--- config.mk ---
export PLATFORM = sky130hd
export DESIGN_NAME = depth_bounds_ctrl
export DESIGN_NICKNAME = d
export VERILOG_FILES = /design/src/rtl/rop_depth_pkg.sv /design/src/rtl/depth_bounds_unit.sv /design/src/rtl/depth_bounds_ctrl.sv
export SDC_FILE = /design/constraint.sdc
export NUM_CORES = 1
export LEC_CHECK = 0
export BUFFER_PORTS_ARGS = -buffer_cell sky130_fd_sc_hd__buf_4
export CAP_MARGIN = 10
export CORE_MARGIN = 2
export CORE_UTILIZATION = 50
export DETAILED_ROUTE_END_ITERATION = 8
export PLACE_DENSITY = 0.77
export SYNTH_ARGS = -nofsm -noshare
export SYNTH_HDL_FRONTEND = slang
export SYNTH_SLANG_ARGS = --single-unit
--- constraint.sdc ---
create_clock -name clk -period 4.2 [get_ports clk]
set_input_delay 0.63 -clock clk [delete_from_list [all_inputs] [get_ports clk]]
set_output_delay 0.63 -clock clk [all_outputs]
set_load 0.01 [all_outputs]
--- src/rtl/rop_depth_pkg.sv ---
// Shared definitions for the ROP depth-bounds front end: result codes and
// the per-tile sequencer state encoding.
package rop_depth_pkg;

  localparam int WIDTH_DEF = 24;

  localparam logic [1:0] DB_REJECT  = 2'b00;
  localparam logic [1:0] DB_ACCEPT  = 2'b01;
  localparam logic [1:0] DB_INCONCL = 2'b10;

  typedef enum logic [2:0] {
    IDLE,
    META,
    WAIT,
    CLASS,
    RESULT,
    FRAG
  } db_state_e;

endpackage

--- src/rtl/depth_bounds_unit.sv ---
// Combinational depth-bounds compare: classifies a tile's Z range and tests a
// single fragment Z against the active bounds (all compares unsigned).
module depth_bounds_unit
  import rop_depth_pkg::*;
#(
  parameter int WIDTH = WIDTH_DEF
) (
  input  logic [WIDTH-1:0] bound_min,
  input  logic [WIDTH-1:0] bound_max,
  input  logic [WIDTH-1:0] tile_z_min,
  input  logic [WIDTH-1:0] tile_z_max,
  input  logic             tile_err,
  input  logic [WIDTH-1:0] frag_z,
  output logic [1:0]       tile_code,
  output logic             frag_pass
);

  // An empty bounds window rejects everything, even tiles with bad metadata.
  always_comb begin
    tile_code = DB_INCONCL;
    if (bound_min > bound_max) begin
      tile_code = DB_REJECT;
    end else if (tile_err) begin
      tile_code = DB_INCONCL;
    end else if ((tile_z_max < bound_min) || (tile_z_min > bound_max)) begin
      tile_code = DB_REJECT;
    end else if ((tile_z_min >= bound_min) && (tile_z_max <= bound_max)) begin
      tile_code = DB_ACCEPT;
    end
  end

  assign frag_pass = (frag_z >= bound_min) && (frag_z <= bound_max);

endmodule

--- src/rtl/depth_bounds_ctrl.sv ---
// Per-tile depth-bounds sequencer: HiZ metadata fetch, tile classification,
// per-fragment bounds test for inconclusive tiles, and tile statistics.
module depth_bounds_ctrl
  import rop_depth_pkg::*;
#(
  parameter int WIDTH     = WIDTH_DEF,
  parameter int TILE_ID_W = 16,
  parameter int CNT_W     = 32
) (
  input  logic                 clk,
  input  logic                 rst,
  input  logic                 cfg_we,
  input  logic                 cfg_bounds_en,
  input  logic [WIDTH-1:0]     cfg_bound_min,
  input  logic [WIDTH-1:0]     cfg_bound_max,
  input  logic                 tile_valid,
  output logic                 tile_ready,
  input  logic [TILE_ID_W-1:0] tile_id,
  output logic                 meta_req_valid,
  input  logic                 meta_req_ready,
  output logic [TILE_ID_W-1:0] meta_req_id,
  input  logic                 meta_rsp_valid,
  input  logic                 meta_rsp_err,
  input  logic [WIDTH-1:0]     meta_z_min,
  input  logic [WIDTH-1:0]     meta_z_max,
  output logic                 res_valid,
  input  logic                 res_ready,
  output logic [TILE_ID_W-1:0] res_id,
  output logic [1:0]           res_code,
  input  logic                 frag_in_valid,
  output logic                 frag_in_ready,
  input  logic [WIDTH-1:0]     frag_in_z,
  input  logic                 frag_in_last,
  output logic                 frag_out_valid,
  input  logic                 frag_out_ready,
  output logic                 frag_out_pass,
  output logic                 frag_out_last,
  output logic [CNT_W-1:0]     stat_reject,
  output logic [CNT_W-1:0]     stat_accept,
  output logic [CNT_W-1:0]     stat_inconcl
);

  function automatic logic [CNT_W-1:0] sat_inc(input logic [CNT_W-1:0] v);
    return (&v) ? v : v + 1'b1;
  endfunction

  db_state_e state_q, state_d;
  logic                 pend_en_q, pend_en_d;
  logic [WIDTH-1:0]     pend_min_q, pend_min_d, pend_max_q, pend_max_d;
  logic [WIDTH-1:0]     act_min_q, act_min_d, act_max_q, act_max_d;
  logic [TILE_ID_W-1:0] tid_q, tid_d;
  logic [WIDTH-1:0]     zmin_q, zmin_d, zmax_q, zmax_d;
  logic                 err_q, err_d;
  logic [1:0]           code_q, code_d;
  logic                 fov_q, fov_d, fpass_q, fpass_d, flast_q, flast_d;
  logic                 last_in_q, last_in_d;
  logic [CNT_W-1:0]     rej_q, rej_d, acc_q, acc_d, inc_q, inc_d;
  logic [1:0]           unit_code;
  logic                 unit_pass;
  logic                 frag_acc, frag_out_hs;

  depth_bounds_unit #(.WIDTH(WIDTH)) u_unit (
    .bound_min  (act_min_q),
    .bound_max  (act_max_q),
    .tile_z_min (zmin_q),
    .tile_z_max (zmax_q),
    .tile_err   (err_q),
    .frag_z     (frag_in_z),
    .tile_code  (unit_code),
    .frag_pass  (unit_pass)
  );

  assign tile_ready     = (state_q == IDLE);
  assign meta_req_valid = (state_q == META);
  assign res_valid      = (state_q == RESULT);
  // Once the tile's last fragment is in, hold off the next tile's fragments.
  assign frag_in_ready  = (state_q == FRAG) && !last_in_q && (!fov_q || frag_out_ready);
  assign frag_acc       = frag_in_valid && frag_in_ready;
  assign frag_out_hs    = fov_q && frag_out_ready;

  assign meta_req_id    = tid_q;
  assign res_id         = tid_q;
  assign res_code       = code_q;
  assign frag_out_valid = fov_q;
  assign frag_out_pass  = fpass_q;
  assign frag_out_last  = flast_q;
  assign stat_reject    = rej_q;
  assign stat_accept    = acc_q;
  assign stat_inconcl   = inc_q;

  always_comb begin
    state_d    = state_q;
    pend_en_d  = pend_en_q;
    pend_min_d = pend_min_q;
    pend_max_d = pend_max_q;
    act_min_d  = act_min_q;
    act_max_d  = act_max_q;
    tid_d      = tid_q;
    zmin_d     = zmin_q;
    zmax_d     = zmax_q;
    err_d      = err_q;
    code_d     = code_q;
    fov_d      = fov_q;
    fpass_d    = fpass_q;
    flast_d    = flast_q;
    last_in_d  = last_in_q;
    rej_d      = rej_q;
    acc_d      = acc_q;
    inc_d      = inc_q;

    if (cfg_we) begin
      pend_en_d  = cfg_bounds_en;
      pend_min_d = cfg_bound_min;
      pend_max_d = cfg_bound_max;
    end

    unique case (state_q)
      IDLE: begin
        // Snapshot uses the pre-write pending copy; a same-cycle cfg_we waits.
        if (tile_valid) begin
          tid_d     = tile_id;
          act_min_d = pend_min_q;
          act_max_d = pend_max_q;
          if (!pend_en_q) begin
            code_d  = DB_ACCEPT;
            state_d = RESULT;
          end else begin
            state_d = META;
          end
        end
      end
      META: begin
        if (meta_req_ready) state_d = WAIT;
      end
      WAIT: begin
        if (meta_rsp_valid) begin
          zmin_d  = meta_z_min;
          zmax_d  = meta_z_max;
          err_d   = meta_rsp_err;
          state_d = CLASS;
        end
      end
      CLASS: begin
        code_d  = unit_code;
        state_d = RESULT;
      end
      RESULT: begin
        if (res_ready) begin
          unique case (code_q)
            DB_REJECT: rej_d = sat_inc(rej_q);
            DB_ACCEPT: acc_d = sat_inc(acc_q);
            default:   inc_d = sat_inc(inc_q);
          endcase
          last_in_d = 1'b0;
          state_d   = (code_q == DB_INCONCL) ? FRAG : IDLE;
        end
      end
      FRAG: begin
        if (frag_out_hs) fov_d = 1'b0;
        if (frag_acc) begin
          fov_d   = 1'b1;
          fpass_d = unit_pass;
          flast_d = frag_in_last;
          if (frag_in_last) last_in_d = 1'b1;
        end
        if (frag_out_hs && flast_q) state_d = IDLE;
      end
      default: state_d = IDLE;
    endcase
  end

  always_ff @(posedge clk) begin
    if (rst) begin
      state_q    <= IDLE;
      pend_en_q  <= 1'b0;
      pend_min_q <= '0;
      pend_max_q <= '1;
      act_min_q  <= '0;
      act_max_q  <= '1;
      tid_q      <= '0;
      code_q     <= DB_REJECT;
      fov_q      <= 1'b0;
      fpass_q    <= 1'b0;
      flast_q    <= 1'b0;
      last_in_q  <= 1'b0;
      rej_q      <= '0;
      acc_q      <= '0;
      inc_q      <= '0;
    end else begin
      state_q    <= state_d;
      pend_en_q  <= pend_en_d;
      pend_min_q <= pend_min_d;
      pend_max_q <= pend_max_d;
      act_min_q  <= act_min_d;
      act_max_q  <= act_max_d;
      tid_q      <= tid_d;
      code_q     <= code_d;
      fov_q      <= fov_d;
      fpass_q    <= fpass_d;
      flast_q    <= flast_d;
      last_in_q  <= last_in_d;
      rej_q      <= rej_d;
      acc_q      <= acc_d;
      inc_q      <= inc_d;
    end
  end

  // Metadata capture is pure data; only the FSM decides when it is meaningful.
  always_ff @(posedge clk) begin
    zmin_q <= zmin_d;
    zmax_q <= zmax_d;
    err_q  <= err_d;
  end

endmodule
# Word level (Yosys, flattened, before mapping)

Cells that the tools add are included.

Bits in registers: 267
Output and inout bits: 137

$add $sub $neg: 3
Equality and inequality tests: 15
Muxes and demuxes: 21
Magnitude comparators: 7
Bitwise operators: 4
Reductions and logical operators: 30

Operators by type and width:

| operator                                                                 | count |
|---|---|
| 32-bit by 1-bit adder with 32-bit output (second input constant)         | 3 |
| 32-bit AND reduction                                                     | 3 |
| 24-bit greater-or-equal comparator                                       | 2 |
| 24-bit > comparator                                                      | 2 |
| 24-bit less-or-equal comparator                                          | 2 |
| 24-bit less-than comparator                                              | 1 |
| 3-bit 2-to-1 mux                                                         | 7 |
| 3-bit one-hot mux with 6 select lines                                    | 1 |
| 4-bit AND reduction                                                      | 4 |
| 2-bit 2-to-1 mux                                                         | 6 |
| 2-bit inequality test (second input constant)                            | 5 |
| 2-bit AND reduction                                                      | 4 |
| 1-bit logical AND                                                        | 7 |
| 3-bit by 2-bit == test with 1-bit output (second input constant)         | 2 |
| 3-bit == test (second input constant)                                    | 2 |
| 2-bit by 1-bit inequality test with 1-bit output (second input constant) | 3 |
| 2-bit nonzero test                                                       | 3 |
| 1-bit 2-to-1 mux                                                         | 5 |
| 5-bit AND reduction                                                      | 1 |
| 1-bit inverter                                                           | 4 |
| 2-bit one-hot mux with 2 select lines                                    | 1 |
| 3-bit by 1-bit == test with 1-bit output (second input constant)         | 1 |
| 3-bit logical NOT                                                        | 1 |
| 3-bit AND reduction                                                      | 1 |
| other kinds (7)                                                          | 9 |

# Depth between registers and ports, before layout

Depth in word-level cells: 7
Mapped depth: 10
Depth with buffers taken out: 10

# By module

A second synthesis with hierarchy kept.

Cell total of the unflattened synthesis: 1631
Area total of the unflattened synthesis: 14694.1 um^2

By module, submodules not included:

| module            | cells an instance | instances | area each (um^2) | seq. area each (um^2) |
|---|---|---|---|---|
| depth_bounds_ctrl | 1162              | 1         | 10944.2          | 5835.6 |
| depth_bounds_unit | 469               | 1         | 3749.8           | 0.0 |

# Least setup slack after synthesis

OpenSTA, ideal clock, no wires.

Kind: reg2reg
Start point: register state_q[0]
End point: register err_q, enable pin
Path buffers: 2
Setup time: 0.516 ns
Cell stages (with the launch flop): 4
Period minus slack after synthesis: 4.613 ns
Setup slack: -0.413 ns
Arrival: 4.097 ns
Path through: dfxtp_1 clkbuf_1 buf_1 nor3_1

Word-level cells in the longest chain between the ends: 2

RTL lines:

| item                                     | RTL line                 | RTL |
|---|---|---|
| start: declaration                       | depth_bounds_ctrl.sv:47  | `db_state_e state_q, state_d;` |
| start signal: assignment                 | depth_bounds_ctrl.sv:190 | `state_q <= state_d;` |
| 3-bit by 2-bit == test with 1-bit output | depth_bounds_ctrl.sv:117 | `unique case (state_q)` |
| 2-bit AND reduction (no source line)     | --                       |  |
| end signal: assignment                   | depth_bounds_ctrl.sv:212 | `err_q <= err_d;` |
| end: declaration                         | depth_bounds_ctrl.sv:53  | `logic err_q, err_d;` |

No other way between the ends.
A chain may end at the register's enable or synchronous reset.

# Worst setup path after layout

Start point: register act_max_q[1]
End point: register code_q[1] (netlist: res_code[1])

Word-level cells in the longest chain between the ends: 7
Elaborated cells between the ends (all ways): 10
Those cells by class: order compare: 3; mux: 5; reduce/logical: 2

RTL lines:

| item                                    | RTL line                 | RTL |
|---|---|---|
| start: declaration                      | depth_bounds_ctrl.sv:50  | `logic [WIDTH-1:0] act_min_q, act_min_d, act_max_q, act_max_d;` |
| start signal: assignment                | depth_bounds_ctrl.sv:195 | `act_max_q <= act_max_d;` |
| 24-bit less-or-equal comparator         | depth_bounds_unit.sv:27  | `end else if ((tile_z_min >= bound_min) && (tile_z_max <= bound_max)) begin` |
| 1-bit logical AND                       | depth_bounds_unit.sv:27  |  |
| 2-bit 2-to-1 mux                        | depth_bounds_unit.sv:27  |  |
| 2-bit 2-to-1 mux                        | depth_bounds_unit.sv:25  | `end else if ((tile_z_max < bound_min) \|\| (tile_z_min > bound_max)) begin` |
| 2-bit 2-to-1 mux                        | depth_bounds_unit.sv:23  | `end else if (tile_err) begin` |
| 2-bit 2-to-1 mux *                      | depth_bounds_unit.sv:21  | `if (bound_min > bound_max) begin` |
| 2-bit one-hot mux with 2 select lines * | depth_bounds_ctrl.sv:117 |  |
| end signal: assignment                  | depth_bounds_ctrl.sv:197 | `code_q <= code_d;` |
| end: declaration                        | depth_bounds_ctrl.sv:54  | `logic [1:0] code_q, code_d;` |

Every way passes the cells marked *; elsewhere a longest branch is shown, timed or not.

==> results summary <==
Setup repair after global routing left no endpoint under its margin. The count of input and output buffers came out at 284. Ranked by total cell area, the synthesized netlist is headed by dfxtp_1 31%, ha_1 15%, edfxtp_1 10%.

The post-route clock period utilization came out at 0.660. The largest stage delay on the critical path came out at 0.62 ns. The starting utilization of the core area is 0.507. The part of the Yosys area used for sequential elements is 0.414. The number of iterations in the first detailed-routing pass came out at 5.

The die extent in x is 172 µm. The clock latency of the later-clocked register in the worst-skew pair came out at 0.56 ns. The number of synthesized flops with an enable pin is 49. The number of cells in the design after placement came out at 2128.

The worst setup path is captured at a flop. On the critical path, the stage with the largest delay is an instance of or4b_2. Among all cell types in the netlist, the one instantiated most often is dfxtp_1. The summed negative setup slack over all endpoints is 0 ns. The post-synthesis instance area is 14100 µm².

The full die area is 29500 µm². The total number of vias is 12000. The synthesized-area fraction occupied by adder cells is 0.151.

Gates resized during post-CTS repair numbered 0. The leading area contributor after synthesis is dfxtp_1. The share of Yosys cell area claimed by the top area cell type came out at 0.310.

The maximum achievable frequency came out at 361 MHz. The count of unique library cells instantiated by Yosys is 59. Data on the critical path arrives at its endpoint at 3.23 ns. The share of synthesized area spent on multiplexers is 0.0199. In this run the post-CTS setup repair buffer count came out at 0. The global-route wire length before repair came out at 58.3 mm. The proportion of layout cells with a drive suffix above 1 is 0.196. The share of flip-flops with an asynchronous set or reset after synthesis is 0. Of the total synthesized cell area, the portion taken by XOR and XNOR cells is 0.0448. The number of antenna violations at the first check in global routing came to 2. The global-route usage over all layers is 0.248. STA classifies the critical path startpoint as a flop. The headroom to the max-slew limit is 0.402. The minimum clock period is 2.77 ns. The number of diodes came out at 0.

The residual antenna-violating net count after detailed routing is 0. The flow ran to the end, and the final reports show no timing, DRC or antenna violations. VDD sags by at most 383 µV. The clock tree root buffer cell is clkbuf_16. The largest clock skew in the final design came out at 0.00858 ns. Wires add up to 37.9 mm. The count of hold-fix buffers inserted at cts is 0.

The largest net degree at the start of global routing came out at 107. The commonest cells after synthesis are 218 x dfxtp_1, 170 x ha_1, 154 x nor2_1. The final cell count without fillers came out at 2182. In this run the vertical extent of the chip is 172 µm. The number of violations of the max-capacitance limit came out at 0.

In this run the mean area of a mapped cell was 9.18 µm². The half-perimeter wire length of the detailed placement result is 28.1 mm. The average wire per standard cell is 17.4 µm. The worst slack at placement came out at 1.46 ns.

The tightest min-delay check is of the in2reg type. The area growth from synthesis to layout is 24.0%. The total count of max-transition violations in the final report came out at 0.

The data required time of the worst path is 4.66 ns. The clock passes through at most 3 buffers. Across all setup checks in the final design, the least slack found is 1.43 ns.

For the pin with the worst max-slew slack, the measured transition is 0.896 ns. The yosys synthesis warning count is 0. Among all flip-flop cells after synthesis, the most frequent one is dfxtp_1.

For this block, the initial DRC count from the detailed router was 944. The total CTS buffers is 29. The largest fanout of any net on the critical path came out at 5. 285 I/O pins were placed. The total leakage power came out at 7.60 nW. The number of cell rows came out at 61. The total number of H-tree levels came out at 1. Walking the worst path, the cells encountered are inv_1 > ha_1 > nor2b_1 > o211ai_1 > a21oi_1 > a211oi_1 > o22ai_1 > o21bai_1 > or4b_2 > o32ai_1. Of the total synthesized cell area, the portion taken by AND, OR, NAND and NOR gates is 0.195. After layout, the design draws a total of 0.00747 W. The share of the core filled with cells in the final layout is 0.629. Using the TritonRoute via totals, the vias-per-cell ratio works out to 5.51.

The clock-pin slew of the registers on the worst-case setup and hold paths came out at 0.06 ns. The clock sink count is 267. The compound-gate portion of the synthesized area came out at 0.130. The total count of hold-check failures in the final report is 0.

The number of global-route vias before repair is 11200. The remaining global-route overflow is 0. The number of synthesized register bits came out at 267. TritonCTS built the clock tree. The number of setup violations in the final report is 0. The net count after synthesis is 1852.

The count of nets after finishing is 2099. The final routed DRC violation total is 0. The kind of critical path is reg2reg.

The final weighted congestion in routability-driven placement is 0.933. The power per cell area is 428 nW/µm². The count of mapped cells out of synthesis came out at 1534. The floorplan step defined a core boundary enclosing 27800 µm². By area, the combinational part of the netlist is dominated by simple AND/OR/NAND/NOR gates.
## placed cells by master, fill, tap and decap left out, types with 33 or more instances in the layout
| cell type | netlist | final |
|---|---|---|
| o21ai_0 | 45 | 45 |
| ha_1 | 170 | 170 |
| inv_1 | 77 | 77 |
| edfxtp_1 | 49 | 49 |
| nand3_1 | 47 | 47 |
| nor2_1 | 154 | 154 |
| buf_4 | 17 | 287 |
| a21oi_1 | 130 | 130 |
| nor2b_1 | 33 | 33 |
| xor2_1 | 40 | 40 |
| nand4_1 | 56 | 56 |
| dfxtp_1 | 218 | 218 |
| a211o_1 | 49 | 49 |
| nand2_1 | 152 | 152 |
## routing by layer
layer / GRT usage / part of all wire / up-vias
li1: - / - / 5963
met1: 0.326 / 0.43 / 5627
met2: 0.401 / 0.45 / 365
met3: 0.0596 / 0.079 / 73
met4: 0.0796 / 0.032 / 4
met5: 0 / 0.00061 / -
## path summary, 6_finish.rpt
kind	from	to	slack, ns	cells past startpoint
max	act_max_q[1]	res_code[1]	1.43	10
min	meta_z_max[11]	zmax_q[11]	0.24	1
max reg2reg	act_max_q[1]	res_code[1]	1.43	10
min reg2reg	pend_max_q[12]	act_max_q[12]	0.45	1
## power breakdown
part	internal (W)	total, W	switching [W]	leakage [nW]
Combinational	0.000741	0.00177	0.00103	4.85
Sequential	0.00280	0.00295	0.000148	2.22
Clock	0.00169	0.00275	0.00106	0.530
## layout make-up
| type | count | area, µm² |
|---|---|---|
| well taps | 378 | 473 |
| multi-input cells | 1117 | 7630 |
| fillers | 2361 | 10300 |
| repair buffers | 289 | 2190 |
| flip-flops and latches | 267 | 5840 |
| clock inverters | 10 | 140 |
| clock buffers | 44 | 916 |
| inverters | 77 | 289 |
## through the flow
| step | instance area (µm²) | hold WS (ns) |
|---|---|---|
| 2_1_floorplan | 14100 | 0.427 |
| 5_1_grt | 17500 | 0.222 |
| 4_1_cts | 17500 | 0.211 |
| 3_5_place_dp | 16400 | 0.438 |
| 3_3_place_gp | 16400 | 0.429 |
| 6_report | 17500 | 0.241 |
## critical path, delay by kind of cell (launching register included)
kind	cells	cell delay (ns)
AOI/OAI and AO/OA	6	1.17
and+or+nand+nor	2	0.75
DFF	1	0.29
adders and majority gates	1	0.28
buffers and inverters	1	0.18
## logic make-up after synthesis
| family | count (synthesis) |
|---|---|
| and+or+nand+nor | 556 |
| AOI/OAI and AO/OA | 291 |
| muxes | 28 |
| xor gates and xnor gates | 72 |
| DFF | 267 |
| buffers and inverters | 150 |
| adders and majority gates | 170 |
Power figures use the tool's default switching activity.
